==> src/rtl/cpu_rf_pkg.sv <==
// Shared constants, types and helpers for the CPU register file and its scoreboard.
package cpu_rf_pkg;

  localparam int DEF_DATA_W = 16;
  localparam int DEF_NREGS  = 8;
  localparam int DEF_AW     = $clog2(DEF_NREGS);

  // Register address for the default configuration
  typedef logic [DEF_AW-1:0] gpr_addr_t;

  // LSB of port k's slice inside a flattened per-port vector of w-bit fields
  function automatic int port_slice_lsb(input int k, input int w);
    return k * w;
  endfunction

endpackage

==> src/rtl/cpu_rf_scoreboard.sv <==
// Write-pending scoreboard: one busy bit per register, set at issue, cleared at
// writeback or flush, plus per-read-port hazard lookup.
module cpu_rf_scoreboard
  import cpu_rf_pkg::*;
#(
  parameter int NREGS    = DEF_NREGS,
  parameter int AW       = $clog2(NREGS),
  parameter int NREAD    = 2,
  parameter int ZERO_REG = 0
) (
  input  logic                clk,
  input  logic                reset,
  input  logic                iss_en,
  input  logic [AW-1:0]       iss_addr,
  input  logic                wb_en,
  input  logic [AW-1:0]       wb_addr,
  input  logic                flush,
  input  logic [NREAD*AW-1:0] rd_addr,
  output logic [NREGS-1:0]    busy_vec,
  output logic [NREAD-1:0]    rd_busy
);

  logic [NREGS-1:0] busy_q;
  logic [NREGS-1:0] busy_nxt;
  logic [AW-1:0]    rd_a [NREAD];

  // Busy next-state: flush beats issue, issue beats writeback, else hold
  always_comb begin
    busy_nxt = busy_q;
    for (int r = 0; r < NREGS; r++) begin
      if (flush)
        busy_nxt[r] = 1'b0;
      else if (iss_en && (iss_addr == AW'(r)))
        busy_nxt[r] = 1'b1;
      else if (wb_en && (wb_addr == AW'(r)))
        busy_nxt[r] = 1'b0;
    end
    if (ZERO_REG != 0)
      busy_nxt[0] = 1'b0;
  end

  // Busy bit register array
  always_ff @(posedge clk or negedge reset) begin
    if (!reset)
      busy_q <= '0;
    else
      busy_q <= busy_nxt;
  end

  // Split the flattened read address bus into per-port addresses
  always_comb begin
    for (int k = 0; k < NREAD; k++)
      rd_a[k] = rd_addr[port_slice_lsb(k, AW) +: AW];
  end

  // Per-port hazard: a same-cycle writeback hides the hazard because the bypass
  // already delivers the new value; a same-cycle issue only matters next cycle
  always_comb begin
    rd_busy = '0;
    for (int k = 0; k < NREAD; k++) begin
      rd_busy[k] = busy_q[rd_a[k]] && !(wb_en && (wb_addr == rd_a[k]));
      if ((ZERO_REG != 0) && (rd_a[k] == '0))
        rd_busy[k] = 1'b0;
    end
  end

  assign busy_vec = busy_q;

endmodule

==> src/rtl/cpu_regfile_sb.sv <==
// General-purpose register file with writeback bypass on every read port and an
// attached write-pending scoreboard for RAW hazard detection.
module cpu_regfile_sb
  import cpu_rf_pkg::*;
#(
  parameter int DATA_W   = DEF_DATA_W,
  parameter int NREGS    = DEF_NREGS,
  parameter int AW       = $clog2(NREGS),
  parameter int NREAD    = 2,
  parameter int ZERO_REG = 0
) (
  input  logic                    clk,
  input  logic                    reset,
  input  logic [NREAD*AW-1:0]     i_rd_addr,
  output logic [NREAD*DATA_W-1:0] o_rd_data,
  output logic [NREAD-1:0]        o_rd_busy,
  input  logic                    i_iss_en,
  input  logic [AW-1:0]           i_iss_addr,
  input  logic                    i_wb_en,
  input  logic [AW-1:0]           i_wb_addr,
  input  logic [DATA_W-1:0]       i_wb_data,
  input  logic                    i_flush,
  output logic [NREGS-1:0]        o_busy_vec,
  output logic [NREGS*DATA_W-1:0] o_gpr_data
);

  logic [DATA_W-1:0] gpr_q [NREGS];
  logic [AW-1:0]     rd_a  [NREAD];
  logic              wb_ok;

  // A writeback to the hardwired zero register is discarded for both the
  // array and the bypass path
  assign wb_ok = i_wb_en && !((ZERO_REG != 0) && (i_wb_addr == '0));

  // GPR data array
  always_ff @(posedge clk or negedge reset) begin
    if (!reset) begin
      for (int r = 0; r < NREGS; r++)
        gpr_q[r] <= '0;
    end else if (wb_ok) begin
      gpr_q[i_wb_addr] <= i_wb_data;
    end
  end

  // Split the flattened read address bus into per-port addresses
  always_comb begin
    for (int k = 0; k < NREAD; k++)
      rd_a[k] = i_rd_addr[port_slice_lsb(k, AW) +: AW];
  end

  // Read ports: zero register, then writeback bypass, then array contents
  always_comb begin
    o_rd_data = '0;
    for (int k = 0; k < NREAD; k++) begin
      if ((ZERO_REG != 0) && (rd_a[k] == '0))
        o_rd_data[port_slice_lsb(k, DATA_W) +: DATA_W] = '0;
      else if (wb_ok && (i_wb_addr == rd_a[k]))
        o_rd_data[port_slice_lsb(k, DATA_W) +: DATA_W] = i_wb_data;
      else
        o_rd_data[port_slice_lsb(k, DATA_W) +: DATA_W] = gpr_q[rd_a[k]];
    end
  end

  // Flattened view of every register for debug
  always_comb begin
    o_gpr_data = '0;
    for (int r = 0; r < NREGS; r++)
      o_gpr_data[port_slice_lsb(r, DATA_W) +: DATA_W] = gpr_q[r];
  end

  cpu_rf_scoreboard #(
    .NREGS    (NREGS),
    .AW       (AW),
    .NREAD    (NREAD),
    .ZERO_REG (ZERO_REG)
  ) u_scoreboard (
    .clk      (clk),
    .reset    (reset),
    .iss_en   (i_iss_en),
    .iss_addr (i_iss_addr),
    .wb_en    (i_wb_en),
    .wb_addr  (i_wb_addr),
    .flush    (i_flush),
    .rd_addr  (i_rd_addr),
    .busy_vec (o_busy_vec),
    .rd_busy  (o_rd_busy)
  );

endmodule

==> config.mk <==
export PLATFORM = sky130hd
export DESIGN_NAME = cpu_regfile_sb
export DESIGN_NICKNAME = d
export VERILOG_FILES = /design/src/rtl/cpu_rf_pkg.sv /design/src/rtl/cpu_rf_scoreboard.sv /design/src/rtl/cpu_regfile_sb.sv
export SDC_FILE = /design/constraint.sdc
export NUM_CORES = 1
export LEC_CHECK = 0
export CORE_ASPECT_RATIO = 1.25
export CORE_MARGIN = 1
export CORE_UTILIZATION = 54
export CTS_BUF_LIST = sky130_fd_sc_hd__clkbuf_4 sky130_fd_sc_hd__clkbuf_8 sky130_fd_sc_hd__clkbuf_16
export DETAILED_ROUTE_END_ITERATION = 8
export GPL_TIMING_DRIVEN = 0
export PLACE_DENSITY = 0.87
export SLEW_MARGIN = 10
export SYNTH_ARGS = -nofsm -noshare
export SYNTH_HDL_FRONTEND = slang
export SYNTH_SLANG_ARGS = --single-unit
==> constraint.sdc <==
create_clock -name clk -period 3.5 [get_ports clk]
set_clock_uncertainty 0.15 [all_clocks]
set_input_delay 0.7 -clock clk [delete_from_list [all_inputs] [get_ports clk]]
set_output_delay 0.7 -clock clk [all_outputs]
set_load 0.01 [all_outputs]
* After elaboration in Yosys (flattened, before gate mapping)
Cells that the tools add are included.
Operators by class: magnitude comparators 6, equality and inequality tests 16, mux-type cells 39, bitwise operators 3, reduce and logical (&&, ||, !) cells 33
Operators with widths (count):
- bitwise mux 128 bit | 1
- two-way mux 16 bit | 7
- binary-select mux 16 bit (select 3 bit) | 2
- demux 16 bit (select 3 bit) | 1
- two-way mux 1 bit | 26
- == test 3 bit, second input constant | 8
- nonzero test 3 bit | 8
- logical AND 1 bit | 21
- == test 3 x 2 -> 1 bit, second input constant | 4
- >= comparator 4 bit, second input constant | 3
- NOT 3 -> 4 bit | 3
- < comparator 3 x 4 -> 1 bit, second input constant | 2
- binary-select mux 1 bit (select 3 bit) | 2
- == test 3 x 1 -> 1 bit, second input constant | 2
- == test 3 bit | 2
- logical NOT 3 bit | 2
- < comparator 4 x 1 -> 1 bit, second input constant | 1
- logical NOT 1 bit | 2
Storage, ports and cells: register bits 136, output and inout port bits 170

* Logic depth before layout (Yosys ltp)
Gate-level depths: netlist of run 1.
depth after elaboration 6, depth in mapped cells 6, gate-level depth less buffers 3

* Cells and area by module
A second synthesis of run 1 with hierarchy kept.
Second synthesis, totals: cells, all modules 526, area total of the unflattened synthesis 8165.3 µm²
Modules (own cells, without submodules):
- cpu_regfile_sb | instances 1, cells each 452, area each 7533.5 µm², sequential area each 3203.1 µm²
- cpu_rf_scoreboard | instances 1, cells each 74, area each 631.9 µm², sequential area each 200.2 µm²

* Worst setup path before layout of run 1
No wires, ideal clock.
kind input-to-output, from input i_rd_addr[1], to output o_rd_data[0], arrival time 2.112 ns, slack 0.538 ns, stages 5, path buffers 2, path through clkbuf_1 > clkbuf_1 > mux4_1 > mux2_2 > mux2_2
Between the ends: word-level cells in the longest chain between the ends 5, elaborated cells on any way between the ends 7, classes of those cells eq/ne (1); mux (4); bitwise (1); reduce/logical (1)
Ends and longest elaborated chain:
- start, declared | RTL line cpu_regfile_sb.sv:14 | input logic [NREAD*AW-1:0] i_rd_addr,
- NOT 3 -> 4 bit (not written as such) | RTL line cpu_regfile_sb.sv:60 | o_rd_data[port_slice_lsb(k, DATA_W) +: DATA_W] = gpr_q[rd_a[k]];
- binary-select mux 16 bit (select 3 bit) | RTL line cpu_regfile_sb.sv:60
- two-way mux 16 bit (not written as such) (2 in a row) | RTL line cpu_regfile_sb.sv:60
- two-way mux 16 bit * | RTL line cpu_regfile_sb.sv:57 | else if (wb_ok && (i_wb_addr == rd_a[k]))
- end, declared | RTL line cpu_regfile_sb.sv:15 | output logic [NREAD*DATA_W-1:0] o_rd_data,
Every way passes the cells marked *; elsewhere a longest branch is shown, timed or not. The select of a mux whose other input is x is not followed.

* Worst setup path after layout of run 1
from input i_rd_addr[3], to output o_rd_data[29]
The elaborated chain is that of the path after synthesis.

==> metrics.md, run 1 <==
| Metric | Value |
|---|---|
| Worst setup SP type | `primary input` |
| Deepest clock path buffer count | `2` |
| First DRT Iteration DRCs | `352` |
| Slew HR | `about half` |
| Layout cells sized above 1 | `37.5%` |
| Crit end category | `primary output` |
| Non-filler cells, final | `891` |
| Max Cap Viol | `0` |
| Horiz. Die Dim | `between 100 and 150 µm` |
| Total Nets Final | `about 730` |
| Via count | `5,703` |
| TritonCTS clock tree | `yes` |
| Static leakage | `4.68 nW` |
| Vias in the first global route | `5,838` |
| Largest net degree at the start of global routing | `76` |
| WHS | `0.0738 ns` |
| DP Area | `between 9000 and 10,000 µm²` |
| Worst Reg2Reg Path Length in Cells | `1` |
| Unique cell type count in the Yosys netlist | `22` |
| Crit Path Class | `in2out` |
| Worst vdd ir | `0.000358 V` |
| ANT nets after route | `0` |
| Critical R2R Capture | `o_gpr_data[111]$_DFFE_PN0P_` |
| Commonest non-fill, non-tap cell in the layout | `mux2_2` |
| RR Startpoint | `o_gpr_data[111]$_DFFE_PN0P_` |
| I/O pins | `about 200` |
| Total die area | `15,300 µm²` |
| Crit-path max FO | `9` |
| CP arrival | `about 2.6 ns` |
| H-tree depth | `4` |
| # DRC | `0` |
| FP Rows | `between 40 and 50` |
| Final Power | `0.00624 W` |
| Core area | `~14,000 µm²` |
| Clock slew at reported path FFs | `0.06 ns` |
| Post-synthesis cell count | `496` |
| CTS Hold Buffers Added | `0` |
| Period Utilization, post-route | `99.3%` |
| Peak Freq | `0.288 GHz` |
| DP Cell Count | `850` |
| R2r setup slk | `approximately 2.5 ns` |
| Post-route minimum period | `approximately 3.5 ns` |
| Gr usage total | `slightly above 30%` |
| Most frequent cells in the layout | `mux2_2, clkdlybuf4s50_1, dfrtp_1` |
| Mean Syn Cell Area | `approximately 16 µm²` |
| GP Congestion | `0.841` |
| Power density over cell area | `582 nW/µm²` |
| Critical path required time | `2.65 ns` |
| Register area share after synthesis | `42.6%` |
| Worst skew pair latency | `0.43 ns` |
| Hold crit path type | `in2async` |
| Routed wire length per instance | `25.9 µm` |
| Worst Max-Slew Pin Slew | `around 0.73 ns` |
| Post-synth net total | `529` |
| Hpwl dp | `about 16,000 µm` |
| Finished Cell Area | `10,700 µm²` |
| Yosys warnings | `0` |
| Initial antenna violation count | `0` |
| Inserted Clock Buffers | `17` |
| Starting Density | `55.4%` |
| Count of input and output buffers | `175` |
| Total gr overflow | `0` |
| Sink Count | `136` |
| Final hold viol count | `0` |
| Yosys reg bits | `136` |
| Clock root buffer | `clkbuf_16` |
| Synth-to-Final Area Change | `34.3%` |
| DIE HEIGHT | `138 µm` |
| Slew Limit Fails | `0` |
| First-pass GRT wire length | `34,800 µm` |
| Setup violators final | `0` |
| Status | `completed` |
| Detailed Routing Iterations Pass 1 | `5` |
| Routed wire length | `23,100 µm` |
| Post-DR vias/cell | `6.40` |
| Post-Syn Area | `7980 µm²` |
registers in the layout, indices dropped and copies added (netlist names):
register and count:
o_gpr_data 128, u_scoreboard.busy_vec 8
stage by stage:
step | setup TNS (ns) | util (%) | setup slack (ns)
floorplan | 0 | - | 0.538
global placement | -488.38 | 69.1 | -3.48
detailed placement | -16.58 | 69.3 | -0.555
CTS | -0.0120 | 73.8 | -0.00864
global route | -0.00117 | 74.4 | -0.00117
finish | 0 | 74.4 | 0.0247
cell usage after synthesis:
master    number  area, µm²
a21oi_1        4       20.0
a32oi_1        3       26.3
and2_1         2       12.5
buf_1         17       63.8
buf_2         19       95.1
buf_6         10        113
clkbuf_1       8       30.0
dfrtp_1      136       3400
inv_1          1       3.75
mux2_1        10        113
mux2_2       184       2070
mux4_1        68       1790
nand2_1        5       18.8
nand2b_1       3       18.8
nand4_1        4       25.0
nand4b_1       3       26.3
nor2_1         5       18.8
nor2b_1        3       18.8
nor4b_4        1       23.8
nor4bb_1       3       30.0
o32a_1         1       10.0
xnor2_1        6       52.6
logic make-up (layout without fill, tap and decap cells):
logic type	Yosys count	count (layout)	synth area share, %
muxes	262	262	49.8
and+or+nand+nor	29	29	2.41
buffers and inverters	55	271	3.83
other	0	1	0
xor gates and xnor gates	6	6	0.658
DFF	136	136	42.6
AOI/OAI and AO/OA	8	8	0.706
power by group:
group          leakage, nW  switching [W]  total, W  internal [W]
clock network        0.261       0.000729   0.00172      0.000996
registers             1.65       0.000340   0.00224       0.00190
logic                 2.77       0.000818   0.00227       0.00145
total                 4.68        0.00189   0.00624       0.00435
final cells by class:
class	count	area, µm²
antenna	1	2.50
sequential	136	3400
clock buffer	18	439
inverter	1	3.75
timing repair buffer	184	1880
buffer	54	379
fill	930	3690
multi-input combinational	305	4260
tap	178	223
clock inverter	14	125
layer usage:
| layer | global-route usage [%] | share of wire, % |
|---|---|---|
| met3 | 6.42 | 6.8 |
| met5 | 0 | 0 |
| met2 | 53.0 | 52 |
| met4 | 12.5 | 2.3 |
| met1 | 38.6 | 39 |
worst max-delay path: stages:
cell             delay (ns)
buf_6                  0.15
buf_12                 0.16
mux4_1                 0.59
mux2_2                 0.28
mux2_2                 0.26
clkdlybuf4s50_1        0.47
timing repair:
item                       in CTS  in global routing
cloned                          0                  0
pin swaps                       2                  0
gates resized for setup        26                 25
setup endpoints to repair      34                 28
setup buffers                   2                  6
how the worst max path moves through the flow:
| stage | slack (ns) | end | cells past startpoint | from |
|---|---|---|---|---|
| 6_report | 0.02 | o_rd_data[29] | 6 | i_rd_addr[3] |
| 5_1_grt | -0.001 | o_rd_data[31] | 6 | i_rd_addr[3] |
| 4_1_cts | -0.009 | o_rd_data[16] | 6 | i_rd_addr[3] |
| 3_5_place_dp | -0.56 | o_rd_data[21] | 6 | i_rd_addr[4] |
| 3_3_place_gp | -3.48 | o_gpr_data[21]$_DFFE_PN0P_ | 1 | reset |
| 2_1_floorplan | 0.54 | o_rd_data[0] | 5 | i_rd_addr[1] |
No activity file was read; power rests on OpenSTA's default activity.
==> run 2, diff against run 1 <==
Settings changed: MAX_ROUTING_LAYER set to met4.
==> run 2 against run 1 <==
Net effect: clock-buffer cell count unchanged; via count increased by 0.75%; wire length increased by 0.24%; setup slack got worse by 0.0018 ns; critical endpoint is now o_rd_data[6]; largest power group unchanged.
==> metrics.md, run 2 (synthesis results as in run 1) <==
| Metric | Value |
|---|---|
| Peak Freq | `0.288 GHz` |
| First DRT Iteration DRCs | `458` |
| Routed wire length per instance | `25.9 µm` |
| Via count | `5,746` |
| Largest net degree at the start of global routing | `between 70 and 80` |
| Critical R2R Capture | `o_gpr_data[8]$_DFFE_PN0P_` |
| Static leakage | `around 4.7 nW` |
| Worst skew pair latency | `0.42 ns` |
| Starting Density | `about 55%` |
| Horiz. Die Dim | `111 µm` |
| Largest register FFs | `between 100 and 150` |
| H-tree depth | `4` |
| Slew Limit Fails | `0` |
| Crit-path max FO | `10` |
| Deepest clock path buffer count | `2` |
| Worst Reg2Reg Path Length in Cells | `1` |
| GP Congestion | `0.854` |
| Initial antenna violation count | `0` |
| Worst vdd ir | `0.000358 V` |
| Setup violators final | `0` |
| Period Utilization, post-route | `between 90% and 100%` |
| Routed wire length | `23,100 µm` |
| Core area | `about 14,000 µm²` |
| ANT nets after route | `0` |
| Clock root buffer | `clkbuf_16` |
| Crit Path Class | `in2out` |
| Commonest non-fill, non-tap cell in the layout | `mux2_2` |
| I/O pins | `203` |
| Vias in the first global route | `just under 6,000` |
| Post-route minimum period | `approximately 3.5 ns` |
| Hpwl dp | `15,700 µm` |
| Power density over cell area | `581 nW/µm²` |
| Post-DR vias/cell | `6.45` |
| TritonCTS clock tree | `yes` |
| Critical path required time | `2.65 ns` |
| Finished Core Util | `74.4%` |
| Gr usage total | `31.8%` |
| Layout cells sized above 1 | `37.5%` |
| Filler Cells Inserted | `930` |
| Sink Count | `136` |
| Inserted Clock Buffers | `17` |
| R2r setup slk | `2.51 ns` |
| Multi-input gate area | `4260 µm²` |
| Most frequent cells in the layout | `mux2_2, clkdlybuf4s50_1, dfrtp_1` |
| DP Area | `9980 µm²` |
| Setup TNS | `0 ns` |
| Final hold viol count | `0` |
| RR Startpoint | `o_gpr_data[8]$_DFFE_PN0P_` |
| Synth-to-Final Area Change | `34.3%` |
| Total Nets Final | `732` |
| DIE HEIGHT | `138 µm` |
| CP arrival | `2.63 ns` |
| Total die area | `15,300 µm²` |
| FF/Latch Area | `3400 µm²` |
| First-pass GRT wire length | `34,700 µm` |
| Finished Cell Area | `around 11,000 µm²` |
| Worst Max-Slew Pin Slew | `0.732 ns` |
| Worst setup SP type | `primary input` |
| Detailed Routing Iterations Pass 1 | `5` |
| Count of input and output buffers | `around 180` |
| Max Cap Viol | `0` |
| Clock slew at reported path FFs | `roughly 0.06 ns` |
| Status | `completed` |
| FP Rows | `49` |
| Hold crit path type | `in2async` |
| Total gr overflow | `0` |
| Crit end category | `primary output` |
| Slew HR | `51.0%` |
| # DRC | `0` |
run 2: metrics by stage:
stage / cells / setup slack [ns] / power [W] / hold WS [ns]
final: 891 / 0.0229 / 0.00623 / 0.0830
after global routing: 890 / -0.00117 / 0.00648 / 0.150
after CTS: 884 / -0.00864 / 0.00625 / 0.120
after detailed placement: 850 / -0.555 / 0.00451 / 0.379
after global placement: 849 / -3.48 / 0.00442 / 0.356
after floorplan: 496 / 0.538 / 0.00329 / 0.254
run 2: worst max-delay path: stages:
cell             delay [ns]
buf_6                  0.15
buf_12                 0.17
mux4_1                 0.56
mux2_2                 0.27
mux2_2                 0.27
clkdlybuf4s50_1        0.49
run 2: worst max path at each step:
stage,startpoint,endpoint,slack (ns),depth (start not counted)
6_report,i_rd_addr[0],o_rd_data[6],0.02,6
5_1_grt,i_rd_addr[3],o_rd_data[31],-0.001,6
4_1_cts,i_rd_addr[3],o_rd_data[16],-0.009,6
3_5_place_dp,i_rd_addr[4],o_rd_data[21],-0.56,6
3_3_place_gp,reset,o_gpr_data[21]$_DFFE_PN0P_,-3.48,1
2_1_floorplan,i_rd_addr[1],o_rd_data[0],0.54,5
run 2: repair_timing:
| item | in CTS | in global routing |
|---|---|---|
| setup endpoints to repair | 34 | 28 |
| setup buffers | 2 | 6 |
| hold buffers | 0 | 0 |
| gates resized for setup | 26 | 25 |
| pin swaps | 2 | 0 |
run 2: where the power goes:
group / switching [W] / total (W) / internal (W) / leakage (nW)
logic: 0.000819 / 0.00227 / 0.00145 / 2.77
registers: 0.000340 / 0.00224 / 0.00190 / 1.65
clock network: 0.000724 / 0.00172 / 0.000996 / 0.261
run 2: area by class of cell:
cell class | count | area share (%)
clock buffers | 18 | 4.10
repair buffers | 184 | 17.6
diodes | 1 | 0.0233
well taps | 178 | 2.08
inverters | 1 | 0.0350
flip-flops and latches | 136 | 31.7
clock inverters | 14 | 1.17
multi-input cells | 305 | 39.7
plain buffers | 54 | 3.54
run 2: layer usage:
metal | track usage (%) | wire [µm] | part of all wire (%) | up-vias
met2 | 53.0 | 11900 | 51 | 305
met5 | - | 0 | 0 | -
met3 | 6.73 | 1580 | 6.8 | 54
met4 | 12.5 | 608 | 2.6 | 0
met1 | 38.2 | 9060 | 39 | 2990
li1 | - | - | - | 2397
